$ cat config.mk
export PLATFORM = sky130hd
export DESIGN_NAME = vga_timing_gen_flat
export DESIGN_NICKNAME = d
export VERILOG_FILES = /design/src/rtl/vga_timing_pkg.sv /design/src/rtl/vga_timing_gen_if.sv /design/src/rtl/raster_axis_counter.sv /design/src/rtl/vga_timing_gen.sv /design/src/flat_wrapper.sv
export SDC_FILE = /design/constraint.sdc
export NUM_CORES = 1
export LEC_CHECK = 0
export BUFFER_PORTS_ARGS = -buffer_cell sky130_fd_sc_hd__buf_4
export CAP_MARGIN = 10
export CORE_ASPECT_RATIO = 1.25
export CORE_MARGIN = 1.5
export CORE_UTILIZATION = 35
export DETAILED_ROUTE_END_ITERATION = 12
export PLACE_DENSITY = 0.6
export SKIP_CTS_REPAIR_TIMING = 1
export SYNTH_ARGS = -nofsm -noshare
export SYNTH_HDL_FRONTEND = slang
export SYNTH_HIERARCHICAL = 1
export SYNTH_SLANG_ARGS = --single-unit
$ cat constraint.sdc
create_clock -name clk -period 3.16 [get_ports clk]
set_clock_uncertainty 0.05 [all_clocks]
set_input_delay 0.632 -clock clk [delete_from_list [all_inputs] [get_ports clk]]
set_output_delay 0.632 -clock clk [all_outputs]
set_load 0.1 [all_outputs]
$ cat src/rtl/vga_timing_pkg.sv
// Shared constants and helpers for the VGA raster timing generator.
// Defaults describe 640x480@60 at a 25.2 MHz pixel rate.
package vga_timing_pkg;

  localparam int unsigned POS_W     = 10;
  localparam int unsigned MAX_TOTAL = 1024;

  localparam int unsigned DEF_H_DISPLAY  = 640;
  localparam int unsigned DEF_H_FRONT    = 16;
  localparam int unsigned DEF_H_SYNC     = 96;
  localparam int unsigned DEF_H_BACK     = 48;
  localparam int unsigned DEF_V_DISPLAY  = 480;
  localparam int unsigned DEF_V_FRONT    = 10;
  localparam int unsigned DEF_V_SYNC     = 2;
  localparam int unsigned DEF_V_BACK     = 33;
  localparam int unsigned DEF_FRAME_BITS = 9;

  function automatic int unsigned h_total(input int unsigned display, input int unsigned front,
                                          input int unsigned sync, input int unsigned back);
    return display + front + sync + back;
  endfunction

  function automatic int unsigned v_total(input int unsigned display, input int unsigned front,
                                          input int unsigned sync, input int unsigned back);
    return display + front + sync + back;
  endfunction

endpackage

$ cat src/rtl/vga_timing_gen_if.sv
// Raster timing bundle between the timing generator and the pixel-colour stage.
interface vga_timing_gen_if
  import vga_timing_pkg::*;
#(
  parameter int unsigned FRAME_BITS = DEF_FRAME_BITS
);
  logic                  ce;
  logic [POS_W-1:0]      hpos;
  logic [POS_W-1:0]      vpos;
  logic                  hsync;
  logic                  vsync;
  logic                  display_on;
  logic                  line_start;
  logic                  frame_start;
  logic [FRAME_BITS-1:0] frame_no;

  modport master (
    input  ce,
    output hpos, vpos, hsync, vsync, display_on, line_start, frame_start, frame_no
  );

  modport slave (
    output ce,
    input  hpos, vpos, hsync, vsync, display_on, line_start, frame_start, frame_no
  );
endinterface

$ cat src/rtl/raster_axis_counter.sv
// One raster axis: position counter with registered sync/active flags that
// always match the registered position.
module raster_axis_counter
  import vga_timing_pkg::*;
#(
  parameter int unsigned TOTAL      = 800,
  parameter int unsigned SYNC_START = 656,
  parameter int unsigned SYNC_END   = 752,
  parameter int unsigned ACTIVE_END = 640
) (
  input  logic             clk,
  input  logic             rst_n,
  input  logic             advance,
  output logic [POS_W-1:0] pos,
  output logic             wrap,
  output logic             sync_active,
  output logic             active
);

  localparam int unsigned      W1          = POS_W + 1;
  localparam logic [POS_W-1:0] LAST        = POS_W'(TOTAL - 1);
  localparam logic             SYNC_AT_0   = (SYNC_START == 0) && (SYNC_END > 0);
  localparam logic             ACTIVE_AT_0 = (ACTIVE_END > 0);

  logic [POS_W-1:0] pos_q, pos_d;
  logic             sync_q, sync_d;
  logic             active_q, active_d;

  // Flags are derived from the next position so they land on the same edge as pos.
  always_comb begin
    wrap     = advance && (pos_q == LAST);
    pos_d    = pos_q;
    if (advance) begin
      pos_d = wrap ? '0 : pos_q + POS_W'(1);
    end
    sync_d   = ({1'b0, pos_d} >= W1'(SYNC_START)) && ({1'b0, pos_d} < W1'(SYNC_END));
    active_d = {1'b0, pos_d} < W1'(ACTIVE_END);
  end

  always_ff @(posedge clk) begin
    if (!rst_n) begin
      pos_q    <= '0;
      sync_q   <= SYNC_AT_0;
      active_q <= ACTIVE_AT_0;
    end else begin
      pos_q    <= pos_d;
      sync_q   <= sync_d;
      active_q <= active_d;
    end
  end

  assign pos         = pos_q;
  assign sync_active = sync_q;
  assign active      = active_q;

endmodule

$ cat src/rtl/vga_timing_gen.sv
// VGA raster timing: h/v counters, sync polarity, line/frame strobes and a
// completed-frame counter, all advancing on the pixel clock enable.
module vga_timing_gen
  import vga_timing_pkg::*;
#(
  parameter int unsigned H_DISPLAY  = DEF_H_DISPLAY,
  parameter int unsigned H_FRONT    = DEF_H_FRONT,
  parameter int unsigned H_SYNC     = DEF_H_SYNC,
  parameter int unsigned H_BACK     = DEF_H_BACK,
  parameter int unsigned V_DISPLAY  = DEF_V_DISPLAY,
  parameter int unsigned V_FRONT    = DEF_V_FRONT,
  parameter int unsigned V_SYNC     = DEF_V_SYNC,
  parameter int unsigned V_BACK     = DEF_V_BACK,
  parameter bit          H_SYNC_POL = 1'b0,
  parameter bit          V_SYNC_POL = 1'b0,
  parameter int unsigned FRAME_BITS = DEF_FRAME_BITS
) (
  input  logic              clk,
  input  logic              rst_n,
  vga_timing_gen_if.master  vif
);

  localparam int unsigned H_TOTAL = h_total(H_DISPLAY, H_FRONT, H_SYNC, H_BACK);
  localparam int unsigned V_TOTAL = v_total(V_DISPLAY, V_FRONT, V_SYNC, V_BACK);

  if (H_TOTAL > MAX_TOTAL) begin : g_h_total_check
    $error("vga_timing_gen: H_TOTAL exceeds 10-bit counter range");
  end
  if (V_TOTAL > MAX_TOTAL) begin : g_v_total_check
    $error("vga_timing_gen: V_TOTAL exceeds 10-bit counter range");
  end

  logic                  h_wrap, h_sync_act, h_active;
  logic                  v_wrap, v_sync_act, v_active;
  logic                  line_start_q, frame_start_q;
  logic [FRAME_BITS-1:0] frame_no_q;

  raster_axis_counter #(
    .TOTAL      (H_TOTAL),
    .SYNC_START (H_DISPLAY + H_FRONT),
    .SYNC_END   (H_DISPLAY + H_FRONT + H_SYNC),
    .ACTIVE_END (H_DISPLAY)
  ) u_h_axis (
    .clk         (clk),
    .rst_n       (rst_n),
    .advance     (vif.ce),
    .pos         (vif.hpos),
    .wrap        (h_wrap),
    .sync_active (h_sync_act),
    .active      (h_active)
  );

  // h_wrap already carries ce, so the vertical axis steps once per completed line.
  raster_axis_counter #(
    .TOTAL      (V_TOTAL),
    .SYNC_START (V_DISPLAY + V_FRONT),
    .SYNC_END   (V_DISPLAY + V_FRONT + V_SYNC),
    .ACTIVE_END (V_DISPLAY)
  ) u_v_axis (
    .clk         (clk),
    .rst_n       (rst_n),
    .advance     (h_wrap),
    .pos         (vif.vpos),
    .wrap        (v_wrap),
    .sync_active (v_sync_act),
    .active      (v_active)
  );

  always_ff @(posedge clk) begin
    if (!rst_n) begin
      line_start_q  <= 1'b0;
      frame_start_q <= 1'b0;
      frame_no_q    <= '0;
    end else begin
      line_start_q  <= h_wrap;
      frame_start_q <= v_wrap;
      frame_no_q    <= frame_no_q + FRAME_BITS'(v_wrap);
    end
  end

  assign vif.hsync       = h_sync_act ? H_SYNC_POL : ~H_SYNC_POL;
  assign vif.vsync       = v_sync_act ? V_SYNC_POL : ~V_SYNC_POL;
  assign vif.display_on  = h_active & v_active;
  assign vif.line_start  = line_start_q;
  assign vif.frame_start = frame_start_q;
  assign vif.frame_no    = frame_no_q;

endmodule

$ cat src/flat_wrapper.sv
// flat-port wrapper written by rule: the top's interface ports become plain ports
module vga_timing_gen_flat import vga_timing_pkg::*;
#(
  parameter int unsigned H_DISPLAY  = DEF_H_DISPLAY,
  parameter int unsigned H_FRONT    = DEF_H_FRONT,
  parameter int unsigned H_SYNC     = DEF_H_SYNC,
  parameter int unsigned H_BACK     = DEF_H_BACK,
  parameter int unsigned V_DISPLAY  = DEF_V_DISPLAY,
  parameter int unsigned V_FRONT    = DEF_V_FRONT,
  parameter int unsigned V_SYNC     = DEF_V_SYNC,
  parameter int unsigned V_BACK     = DEF_V_BACK,
  parameter bit          H_SYNC_POL = 1'b0,
  parameter bit          V_SYNC_POL = 1'b0,
  parameter int unsigned FRAME_BITS = DEF_FRAME_BITS
)
  (clk, rst_n, vif_ce, vif_hpos, vif_vpos, vif_hsync, vif_vsync, vif_display_on, vif_line_start, vif_frame_start, vif_frame_no);
  vga_timing_gen_if #(.FRAME_BITS(FRAME_BITS)) vif_i ();
  input  logic clk;
  input  logic rst_n;
  input wire logic [$bits(vif_i.ce)-1:0] vif_ce;
  output wire logic [$bits(vif_i.hpos)-1:0] vif_hpos;
  output wire logic [$bits(vif_i.vpos)-1:0] vif_vpos;
  output wire logic [$bits(vif_i.hsync)-1:0] vif_hsync;
  output wire logic [$bits(vif_i.vsync)-1:0] vif_vsync;
  output wire logic [$bits(vif_i.display_on)-1:0] vif_display_on;
  output wire logic [$bits(vif_i.line_start)-1:0] vif_line_start;
  output wire logic [$bits(vif_i.frame_start)-1:0] vif_frame_start;
  output wire logic [$bits(vif_i.frame_no)-1:0] vif_frame_no;
  assign vif_i.ce = vif_ce;
  assign vif_hpos = vif_i.hpos;
  assign vif_vpos = vif_i.vpos;
  assign vif_hsync = vif_i.hsync;
  assign vif_vsync = vif_i.vsync;
  assign vif_display_on = vif_i.display_on;
  assign vif_line_start = vif_i.line_start;
  assign vif_frame_start = vif_i.frame_start;
  assign vif_frame_no = vif_i.frame_no;
  vga_timing_gen #(.H_DISPLAY(H_DISPLAY), .H_FRONT(H_FRONT), .H_SYNC(H_SYNC), .H_BACK(H_BACK), .V_DISPLAY(V_DISPLAY), .V_FRONT(V_FRONT), .V_SYNC(V_SYNC), .V_BACK(V_BACK), .H_SYNC_POL(H_SYNC_POL), .V_SYNC_POL(V_SYNC_POL), .FRAME_BITS(FRAME_BITS)) u_core (.clk(clk), .rst_n(rst_n), .vif(vif_i));
endmodule
* Word level (Yosys, flattened, before mapping)
Index checks and enable logic that the tools add are counted.
** Cells by class
- $add $sub $neg :: 3
- $lt $le $gt $ge :: 6
- Eq/ne operators :: 2
- Multiplexer cells :: 6
- Bitwise operators :: 1
- Reductions and logical operators :: 4
** Operators by type and width (number)
- 2-to-1 mux 10 bit :: 4
- adder 10 x 1 -> 10 bit, second input constant :: 2
- equality test 10 bit, second input constant :: 2
- less-than comparator 10 bit, second input constant :: 2
- less-than comparator 10 x 9 -> 1 bit, second input constant :: 2
- greater-or-equal comparator 10 bit, second input constant :: 1
- greater-or-equal comparator 10 x 9 -> 1 bit, second input constant :: 1
- adder 9 x 1 -> 9 bit :: 1
- logical AND 1 bit :: 4
- 2-to-1 mux 1 bit :: 2
- bitwise AND 1 bit :: 1
** Storage, ports and cells
- Flip-flop bits (word level) :: 35
- Bits of input ports :: 3
- Output and inout port bits :: 34
- Word-level logic and storage cells :: 31

* Depth between registers and ports, before layout
Gate-level depths: netlist of the first run.
- Depth after elaboration :: 7
- Depth in mapped cells :: 12
- Gate-level depth less buffers :: 11

* Hierarchy
Netlist of the first run, hierarchy kept.
** Modules (own cells, without submodules)
- raster_axis_counter at u_core.u_v_axis :: instances 1, cells each 79, area each 706.9 um2, seq. area each 240.2 um2
- raster_axis_counter at u_core.u_h_axis :: instances 1, cells each 65, area each 660.6 um2, seq. area each 240.2 um2
- vga_timing_gen :: instances 1, cells each 47, area each 456.7 um2, seq. area each 220.2 um2

* Worst setup path before layout of the first run
No wires, ideal clock.
- Path type :: register -> register
- Start point :: register u_core.u_h_axis.pos_q[0], in the netlist u_core/u_h_axis/pos[0]
- End point :: register u_core.frame_no_q[6], in the netlist u_core/vif.frame_no[6]
- Setup time :: 70 ps
- Arrival time :: 3444 ps
- Data required time :: 3040 ps
- Slack :: -404 ps
- Cell stages (with the launch flop) :: 13
- Path buffers :: 1
- Period minus slack after synthesis :: 3564 ps
- Cells stage by stage :: dfxtp_1 ha_1 and4_1 nand4_2 inv_1 buf_2 and3_2 and3_4 ha_1 ha_1 nand3_2 or3_1 a21boi_1
** On the way
- Cells in the longest elaborated chain, start to end :: 4
** Ends and longest elaborated chain
- from (decl) :: RTL line raster_axis_counter.sv:25 : logic [POS_W-1:0] pos_q, pos_d;
- from (signal assigned) :: RTL line raster_axis_counter.sv:46 : pos_q <= pos_d;
- equality test 10 bit :: RTL line raster_axis_counter.sv:31 : wrap = advance && (pos_q == LAST);
- logical AND 1 bit :: RTL line raster_axis_counter.sv:31
- via u_core.h_wrap :: RTL line vga_timing_gen.sv:33 : logic h_wrap, h_sync_act, h_active;
- logical AND 1 bit :: RTL line raster_axis_counter.sv:31
- via u_core.v_wrap :: RTL line vga_timing_gen.sv:34 : logic v_wrap, v_sync_act, v_active;
- adder 9 x 1 -> 9 bit :: RTL line vga_timing_gen.sv:77 : frame_no_q <= frame_no_q + FRAME_BITS'(v_wrap);
- to (signal assigned) :: RTL line vga_timing_gen.sv:77
- to (decl) :: RTL line vga_timing_gen.sv:36 : logic [FRAME_BITS-1:0] frame_no_q;
The timed path passes the listed nets, and every way through them passes these cells.
A chain may end at the register's enable or synchronous reset.

* Worst setup path in the final report of the first run
Ends and elaborated chain as after synthesis.

==> impl_results.md, run 1 <==
* Core Area at 5040 µm²
* Fraction of layout instances using a drive strength above 1 at 31.6%
* R2r startpoint: u_core/u_h_axis/pos[0]
* CTS Buf Count at 5
* Max Slew Vio Count at 0
* Grt met1 use at 18.0%
* Peak supply drop at 200 µV
* Top-count cell post-synth: dfxtp_1
* Area Growth Syn to Fin at 21.7%
* Post-Syn Area at 1820 µm²
* Number of flops mapped to enable cells by yosys at 0
* Top cells by count, synth: dfxtp_1 (35), nand2_1 (20), and2_1 (12), nor2_1 (11), xor2_1 (11)
* First-pass GRT wire length at 6.13 mm
* Post-layout min period at 2.68 ns
* Worst Reg-to-Reg Cells at 11
* Worst setup SP type: register
* Status: complete, no violations
* Worst-path fanout max at 5
* Number of global-route vias before repair at 1342
* Dpl hpwl at 2.67 mm
* Post-synthesis sequential area ratio at 38.4%
* Fillers at 511
* DRC at 0
* M2 GR Usage at 21.7%
* Setup TNS at 0 ns
* Die area at 5660 µm²
* Die W at 67.6 µm
* Max-cap violations at 0
* Worst-Skew Late Latency at 0.28 ns
* Reg-to-reg slack, setup at 0.48 ns
* Maximum clock rate at 373 MHz
* Grt total ovfl at 0
* Synth Register Bits at 35
* Synth Flop Type: dfxtp_1
* Number of H-tree levels at 2
* CTS root buf: clkbuf_8
* Busiest metal layer after global routing: met2
* Post-synth top area cell: dfxtp_1
* Initial DRC Count at 33
* Ant diodes at 0
* Cells taking the most area after synthesis: dfxtp_1 (38%), xor2_1 (5.3%), and2_1 (4.1%), nand2_1 (4.1%), xnor2_1 (3.8%)
* Library cells used by synthesis at 51
* Antenna-violating nets left at 0
* First-pass DRT Iterations at 4
* Hold Path Class: register to register
* Crit path required time at 3.32 ns
* Tcrit/Tclk final at 84.7%
* Total Routing Usage GR at 14.1%
* Die Y-Extent at 83.7 µm
* Pwr per Cell Area at 349 nW/µm²
* Leakage at 0.927 nW
* Cells after DPL at 283
* Synth Warn # at 6
* Synth Instances at 191
* Antenna violations before repair at 0
* Starting Density at 36.2%
* Routed WL at 3.59 mm
* Synth Net Count at 199
* Worst-Margin Slew at 0.335 ns
* Reg2Reg Capture Point: u_core/vif.frame_no[6]
* Routed WL per cell at 12.4 µm
* Synth top area share at 38.4%
* Boundary Pins at 37
* CP Class: register to register
* Final std cells w/o fill at 290
* Minimum hold slack at 0.425 ns
* Nets@finish at 236
* Worst Hold End: u_core/vif.frame_no[8]
* Final Hold Vio Count at 0
* Via Count at 1439
* Vias per Instance at 4.96
* PortBufs at 36
* # setup viols final at 0
* Total clock sinks at 35
* Gp weighted congestion at 0.737
* # rows at 29
* Clock transition at the registers of the reported paths at 0.07 ns
* Post-synth ARST share at 0%
* Largest net degree at the start of global routing at 27
* Avg Inst Size Synth at 9.55 µm²
* Arrival @ worst endpoint at 2.84 ns
* Hold path cells at 2
* TritonCTS clock tree: yes
* Met3 usage in global routing at 3.78%
* Min-delay src: u_core/vif.frame_no[8]
* CP endpoint kind: register
* Unrepaired setup endpoints after global routing: false
* Rel. slew slack at 77.4%
* Total power at 776 µW
* Clk buf depth at 2
[critical path: stages (launching register included)]
cell      delay (ns)
dfxtp_4         0.37
ha_1            0.20
and4_1          0.27
nand4_2         0.19
inv_1           0.13
and3_2          0.20
and3_4          0.21
ha_1            0.18
ha_1            0.21
nand3_2         0.12
or3_1           0.36
a21boi_1        0.13
[layer usage]
metal	share of wire, %	up-vias
met5	0	-
met4	2.2	0
met3	4.5	7
met2	49	29
met1	44	659
li1	-	744
[flip-flops by register name, summed over array words and instances (netlist names)]
name	count
u_core/u_h_axis/pos	10
u_core/u_v_axis/sync_active	1
u_core/u_v_axis/pos	10
u_core/vif.frame_start	1
u_core/vif.frame_no	9
u_core/u_h_axis/active	1
u_core/vif.line_start	1
u_core/u_v_axis/active	1
u_core/u_h_axis/sync_active	1
[logic make-up after synthesis]
| family | count (synthesis) | synth area share [%] |
|---|---|---|
| XOR/XNOR | 19 | 9.12 |
| flip-flops | 35 | 38.4 |
| AND/OR/NAND/NOR | 91 | 32.3 |
| adder cells (fa/ha/maj) | 5 | 3.43 |
| buffers and inverters | 13 | 4.05 |
| multiplexers | 4 | 2.19 |
| AO/OA/AOI/OAI | 24 | 10.5 |
[final cells by class]
type / instances / area, µm² / area share (%)
inverter: 6 / 22.5 / 1.01
multi-input combinational: 143 / 1050 / 47.3
tap: 62 / 77.6 / 3.49
timing repair buffer: 37 / 278 / 12.5
clock buffer: 7 / 76.3 / 3.44
sequential: 35 / 716 / 32.2
[placed cells by master, fill, tap and decap left out, types with 4 or more instances in the layout]
master	n
dfxtp_2	6
nand4_1	6
mux2i_1	4
and2_1	12
nor2b_1	4
xor2_1	11
inv_1	6
nand3_1	7
clkbuf_8	5
buf_4	37
nor2_1	11
xnor2_1	8
nand2_1	20
dfxtp_1	27
ha_1	5
[metrics by stage]
stage	instance area, µm²	util [%]	worst slack (ns)
2_1_floorplan	1840	-	0.0827
3_3_place_gp	2140	42.5	0.544
3_5_place_dp	2140	42.5	0.487
4_1_cts	2220	44.0	0.459
5_1_grt	2220	44.0	0.274
6_report	2220	44.0	0.482
[worst max path at each step]
stage / end / cells past startpoint / from / slack (ns)
2_1_floorplan: u_core/vif.frame_no[6] / 11 / u_core/u_h_axis/pos[7] / 0.08
3_3_place_gp: u_core/vif.frame_no[6] / 11 / u_core/u_h_axis/pos[0] / 0.54
3_5_place_dp: u_core/vif.frame_no[6] / 11 / u_core/u_h_axis/pos[0] / 0.49
4_1_cts: u_core/vif.frame_no[6] / 11 / u_core/u_h_axis/pos[0] / 0.46
5_1_grt: u_core/vif.frame_no[6] / 11 / u_core/u_h_axis/pos[0] / 0.27
6_report: u_core/vif.frame_no[6] / 11 / u_core/u_h_axis/pos[0] / 0.48
[where the power goes]
group	internal (mW)	switching, mW
clock	0.152	0.143
sequential	0.443	0.00285
combinational	0.00940	0.0258
total	0.604	0.172
Note: power is estimated with default switching activity, not from simulation.
==> inputs of run 2 (changes only) <==
==> constraint.sdc (replaced) <==
create_clock -name clk -period 2.8 [get_ports clk]
set_clock_uncertainty 0.05 [all_clocks]
set_input_delay 0.56 -clock clk [delete_from_list [all_inputs] [get_ports clk]]
set_output_delay 0.56 -clock clk [all_outputs]
set_load 0.1 [all_outputs]
==> run 2 against run 1 <==
Effect of this change: global-route usage rose by 0.71 points; sequential share of layout area rose by 0.11 points; register-to-register slack got worse by 0.28 ns; first-iteration DRC count rose by 97%; combinational power rose by 19%; maximum frequency rose by 3.1%; setup slack got worse by 0.28 ns; largest power group unchanged.
==> impl_results.md, run 2 (synthesized netlist as in run 1, its figures left out) <==
* Gp weighted congestion at 0.843
* First-pass DRT Iterations at 6
* Nets@finish at 235
* Via Count at 1426
* Reg-to-reg slack, setup at 0.20 ns
* Starting Density at 36.2%
* Total Routing Usage GR at 14.8%
* Worst Setup SP: u_core/u_h_axis/pos[5]
* Dpl hpwl at 2.72 mm
* Pwr per Cell Area at 388 nW/µm²
* Vias per Instance at 4.92
* Crit path cell chain: nor4b_4 > nand4_4 > inv_4 > and3_2 > and3_4 > ha_1 > ha_2 > nand3_2 > or3_1 > a21boi_1
* Worst Reg-to-Reg Cells at 10
* PortBufs at 36
* Multi-input gate area at 1080 µm²
* Unrepaired setup endpoints after global routing: false
* Crit-path slowest cell: dfxtp_4
* Die Y-Extent at 83.7 µm
* Area Growth Syn to Fin at 24.2%
* Core Area at 5040 µm²
* Post-place setup slack at 0.168 ns
* Clock transition at the registers of the reported paths at 0.07 ns
* Crit path buffers/inverters at 1
* Hold Path Class: register to register
* Fin area at 2270 µm²
* Crit path required time at 2.97 ns
* Placed cell areas at 2180 µm²
* Fillers at 507
* Die W at 67.6 µm
* Critical Path End: u_core/vif.frame_no[6]
* CTS Buf Count at 5
* Clk buf depth at 2
* Leakage at 0.917 nW
* Worst-Skew Late Latency at 0.28 ns
* Initial DRC Count at 65
* Rel. slew slack at 73.3%
* Reg2Reg Capture Point: u_core/vif.frame_no[6]
* Arrival @ worst endpoint at 2.76 ns
* DRC at 0
* Tcrit/Tclk final at 92.7%
* Antenna violations before repair at 0
* Die area at 5660 µm²
* TritonCTS clock tree: yes
* CTS root buf: clkbuf_8
* Status: complete, no violations
* Most common cell after layout, fill and taps aside: buf_4
* Boundary Pins at 37
* Post-layout min period at 2.60 ns
* Cells after DPL at 282
* CP endpoint kind: register
* CP Class: register to register
* Final Hold Vio Count at 0
* Max Slew Vio Count at 0
* Peak supply drop at 231 µV
* Minimum hold slack at 0.433 ns
* Total clock sinks at 35
* Setup TNS at 0 ns
* Final std cells w/o fill at 290
* # rows at 29
* Number of H-tree levels at 2
* Worst-Margin Slew at 0.398 ns
* First-pass GRT wire length at 6.47 mm
* Worst-path fanout max at 11
* Fraction of layout instances using a drive strength above 1 at 34.2%
* # setup viols final at 0
* Grt total ovfl at 0
* Number of global-route vias before repair at 1411
* Worst setup SP type: register
* Largest net degree at the start of global routing at 27
* PnR worst setup slack at 0.203 ns
* Maximum clock rate at 385 MHz
* Routed WL at 3.72 mm
* Sequential Area at 733 µm²
* Largest delay share family, worst path: simple AND/OR/NAND/NOR gates
* Routed WL per cell at 12.8 µm
* Most frequent cells in the layout: buf_4 (36), dfxtp_1 (25), nand2_1 (20)
* R2r startpoint: u_core/u_h_axis/pos[5]
* CP max stage delay at 0.39 ns
* Ant diodes at 0
* Max-cap violations at 0
* Antenna-violating nets left at 0
* Critical path depth at 10
## run 2: cell types whose count changed in the layout (fill, tap and decap cells not counted), moves of 2 or more
cell	delta
dfxtp_4	+6
dfxtp_2	-4
clkbuf_1	-2
clkinv_1	+2
dfxtp_1	-2
ha_1	-2
## run 2: metal layers
| metal | wire, µm | global-route usage, % |
|---|---|---|
| met1 | 1680 | 18.4 |
| met2 | 1850 | 23.4 |
| met3 | 149 | 4.05 |
| met4 | 43 | 6.12 |
| met5 | 0 | 0 |
## run 2: worst reg2reg max path: stages (launching register included)
cell and delay (ns):
dfxtp_4 0.39, nor4b_4 0.37, nand4_4 0.19, inv_4 0.15, and3_2 0.20, and3_4 0.21
ha_1 0.19, ha_2 0.21, nand3_2 0.11, or3_1 0.32, a21boi_1 0.14
## run 2: stage by stage
stage                     util (%)  power [mW]
after floorplan                  -       0.540
after global placement        43.2       0.552
after detailed placement      43.2       0.552
after CTS                     44.9       0.896
after global routing          44.9       0.923
final                         44.9       0.879
## run 2: worst min path at each step
stage	startpoint	endpoint	depth (start not counted)
after floorplan	u_core/u_h_axis/pos[1]	u_core/u_h_axis/pos[1]	2
after global placement	u_core/vif.frame_no[8]	u_core/vif.frame_no[8]	2
after detailed placement	u_core/vif.frame_no[8]	u_core/vif.frame_no[8]	2
after CTS	u_core/vif.frame_no[8]	u_core/vif.frame_no[8]	2
after global routing	u_core/vif.frame_no[8]	u_core/vif.frame_no[8]	2
final	u_core/vif.frame_no[8]	u_core/vif.frame_no[8]	2
## run 2: final cells by class
| class | instances | area share, % |
|---|---|---|
| Sequential cell | 35 | 32.4 |
| Timing Repair Buffer | 36 | 11.9 |
| Clock inverter | 3 | 0.663 |
| Clock buffer | 5 | 3.04 |
| Multi-Input combinational cell | 143 | 47.5 |
| Inverter | 6 | 1.10 |
| Tap cell | 62 | 3.42 |
## run 2: report_power, final
group / switching [mW] / internal [mW]
clock: 0.170 / 0.169
combinational: 0.0302 / 0.0117
sequential: 0.00429 / 0.494
total: 0.205 / 0.674
==> inputs of run 3 (changes only) <==
==> constraint.sdc (replaced) <==
create_clock -name clk -period 2.8 [get_ports clk]
set_clock_uncertainty 0.05 [all_clocks]
set_input_delay 0.28 -clock clk [delete_from_list [all_inputs] [get_ports clk]]
set_output_delay 0.28 -clock clk [all_outputs]
set_load 0.1 [all_outputs]
==> run 3 against run 2 <==
Effect of this change: combinational power decreased by 2%; critical path type unchanged; core utilization increased by 0.42 points; largest cell class unchanged; setup slack improved by 0.089 ns; largest power group unchanged.
==> impl_results.md, run 3 (synthesized netlist as in run 1, its figures left out) <==
* Status: complete, no violations
* Grt total ovfl at 0
* Worst-Margin Slew at 0.353 ns
* CTS Buf Count at 5
* Total Routing Usage GR at 14.3%
* Core Area at 5040 µm²
* Final std cells w/o fill at 291
* Arrival @ worst endpoint at 2.67 ns
* Vias per Instance at 5.04
* Hold Path Class: primary input to register
* # setup viols final at 0
* Unrepaired setup endpoints after global routing: false
* Worst-Skew Late Latency at 0.28 ns
* Boundary Pins at 37
* Most frequent cells in the layout: buf_4 (37), dfxtp_1 (25), nand2_1 (20)
* Fraction of layout instances using a drive strength above 1 at 34.9%
* Clock transition at the registers of the reported paths at 0.06 ns
* CP endpoint kind: register
* Ant diodes at 0
* Nets@finish at 236
* Pwr per Cell Area at 411 nW/µm²
* Crit path required time at 2.96 ns
* Max Slew Vio Count at 0
* CTS root buf: clkbuf_8
* TritonCTS clock tree: yes
* Starting Density at 36.2%
* Antenna-violating nets left at 0
* CP Class: register to register
* Clk buf depth at 2
* Die Y-Extent at 83.7 µm
* Setup TNS at 0 ns
* Number of H-tree levels at 2
* First-pass DRT Iterations at 4
* Final Hold Vio Count at 0
* Worst-path fanout max at 5
* Maximum clock rate at 399 MHz
* Placed cell areas at 2190 µm²
* Tcrit/Tclk final at 89.6%
* First-pass GRT wire length at 6.15 mm
* Cells after DPL at 283
* Routed WL at 3.79 mm
* Max-cap violations at 0
* Antenna violations before repair at 0
* Routed WL per cell at 13.0 µm
* Number of global-route vias before repair at 1293
* Peak supply drop at 175 µV
* Worst setup SP type: register
* Via Count at 1468
* Largest net degree at the start of global routing at 27
* Total clock sinks at 35
* Fin area at 2290 µm²
* PortBufs at 36
* Dpl hpwl at 2.75 mm
* Post-layout min period at 2.51 ns
* Die area at 5660 µm²
* Area Growth Syn to Fin at 25.4%
* Leakage at 0.935 nW
* DRC at 0
* Gp weighted congestion at 0.827
* Most common cell after layout, fill and taps aside: buf_4
* Die W at 67.6 µm
* # rows at 29
* Initial DRC Count at 53
* Rel. slew slack at 76.3%
run 3: changes by cell type in the layout (fill, tap and decap cells not counted):
| cell | before | now |
|---|---|---|
| clkinv_1 | 2 | 0 |
| buf_4 | 36 | 37 |
| clkbuf_1 | 0 | 1 |
| clkbuf_8 | 5 | 7 |
| clkinvlp_4 | 1 | 0 |
| inv_2 | 0 | 1 |
| inv_4 | 1 | 0 |
run 3: power by group:
group	switching, mW	leakage (nW)	internal [mW]
combinational	0.0297	0.594	0.0113
clock	0.176	0.0515	0.225
sequential	0.00431	0.289	0.494
total	0.210	0.935	0.729
run 3: final timing paths:
path              slack, ns                      to                    from  cells after the start
setup / recovery       0.29  u_core/vif.frame_no[6]  u_core/u_h_axis/pos[1]                     11
hold reg to reg        0.42  u_core/vif.frame_no[8]  u_core/vif.frame_no[8]                      2
hold / removal         0.30  u_core/u_v_axis/pos[1]                   rst_n                      3
setup reg to reg       0.29  u_core/vif.frame_no[6]  u_core/u_h_axis/pos[1]                     11
run 3: cell type report:
| class | count | area [µm²] |
|---|---|---|
| multi-input combinational | 143 | 1080 |
| clock buffer | 8 | 100 |
| timing repair buffer | 37 | 278 |
| fill | 500 | 2760 |
| sequential | 35 | 733 |
| tap | 62 | 77.6 |
| inverter | 6 | 22.5 |
run 3: stage by stage:
| stage | power, mW | setup WS (ns) | hold slack, ns | util [%] |
|---|---|---|---|---|
| after global placement | 0.552 | 0.379 | 0.408 | 43.4 |
| after detailed placement | 0.551 | 0.299 | 0.416 | 43.4 |
| after floorplan | 0.540 | 0.0187 | 0.344 | - |
| after CTS | 0.956 | 0.289 | 0.292 | 45.3 |
| after global routing | 0.974 | 0.175 | 0.315 | 45.3 |
| final | 0.939 | 0.292 | 0.304 | 45.3 |
run 3: critical path, cell delays in order, from the launching register on:
cell	delay, ns
dfxtp_4	0.38
ha_4	0.15
and4_4	0.25
nand4_4	0.14
inv_2	0.08
and3_2	0.20
and3_4	0.21
ha_1	0.19
ha_2	0.21
nand3_2	0.11
or3_1	0.33
a21boi_1	0.14
run 3: routing by layer:
metal  vias up  GRT usage [%]  part of all wire, %
met5         -              0                    0
met4         0           7.42                  2.0
met3         8           4.59                  4.6
met2        45           20.8                   46
met1       670           18.4                   48
li1        745              -                    -
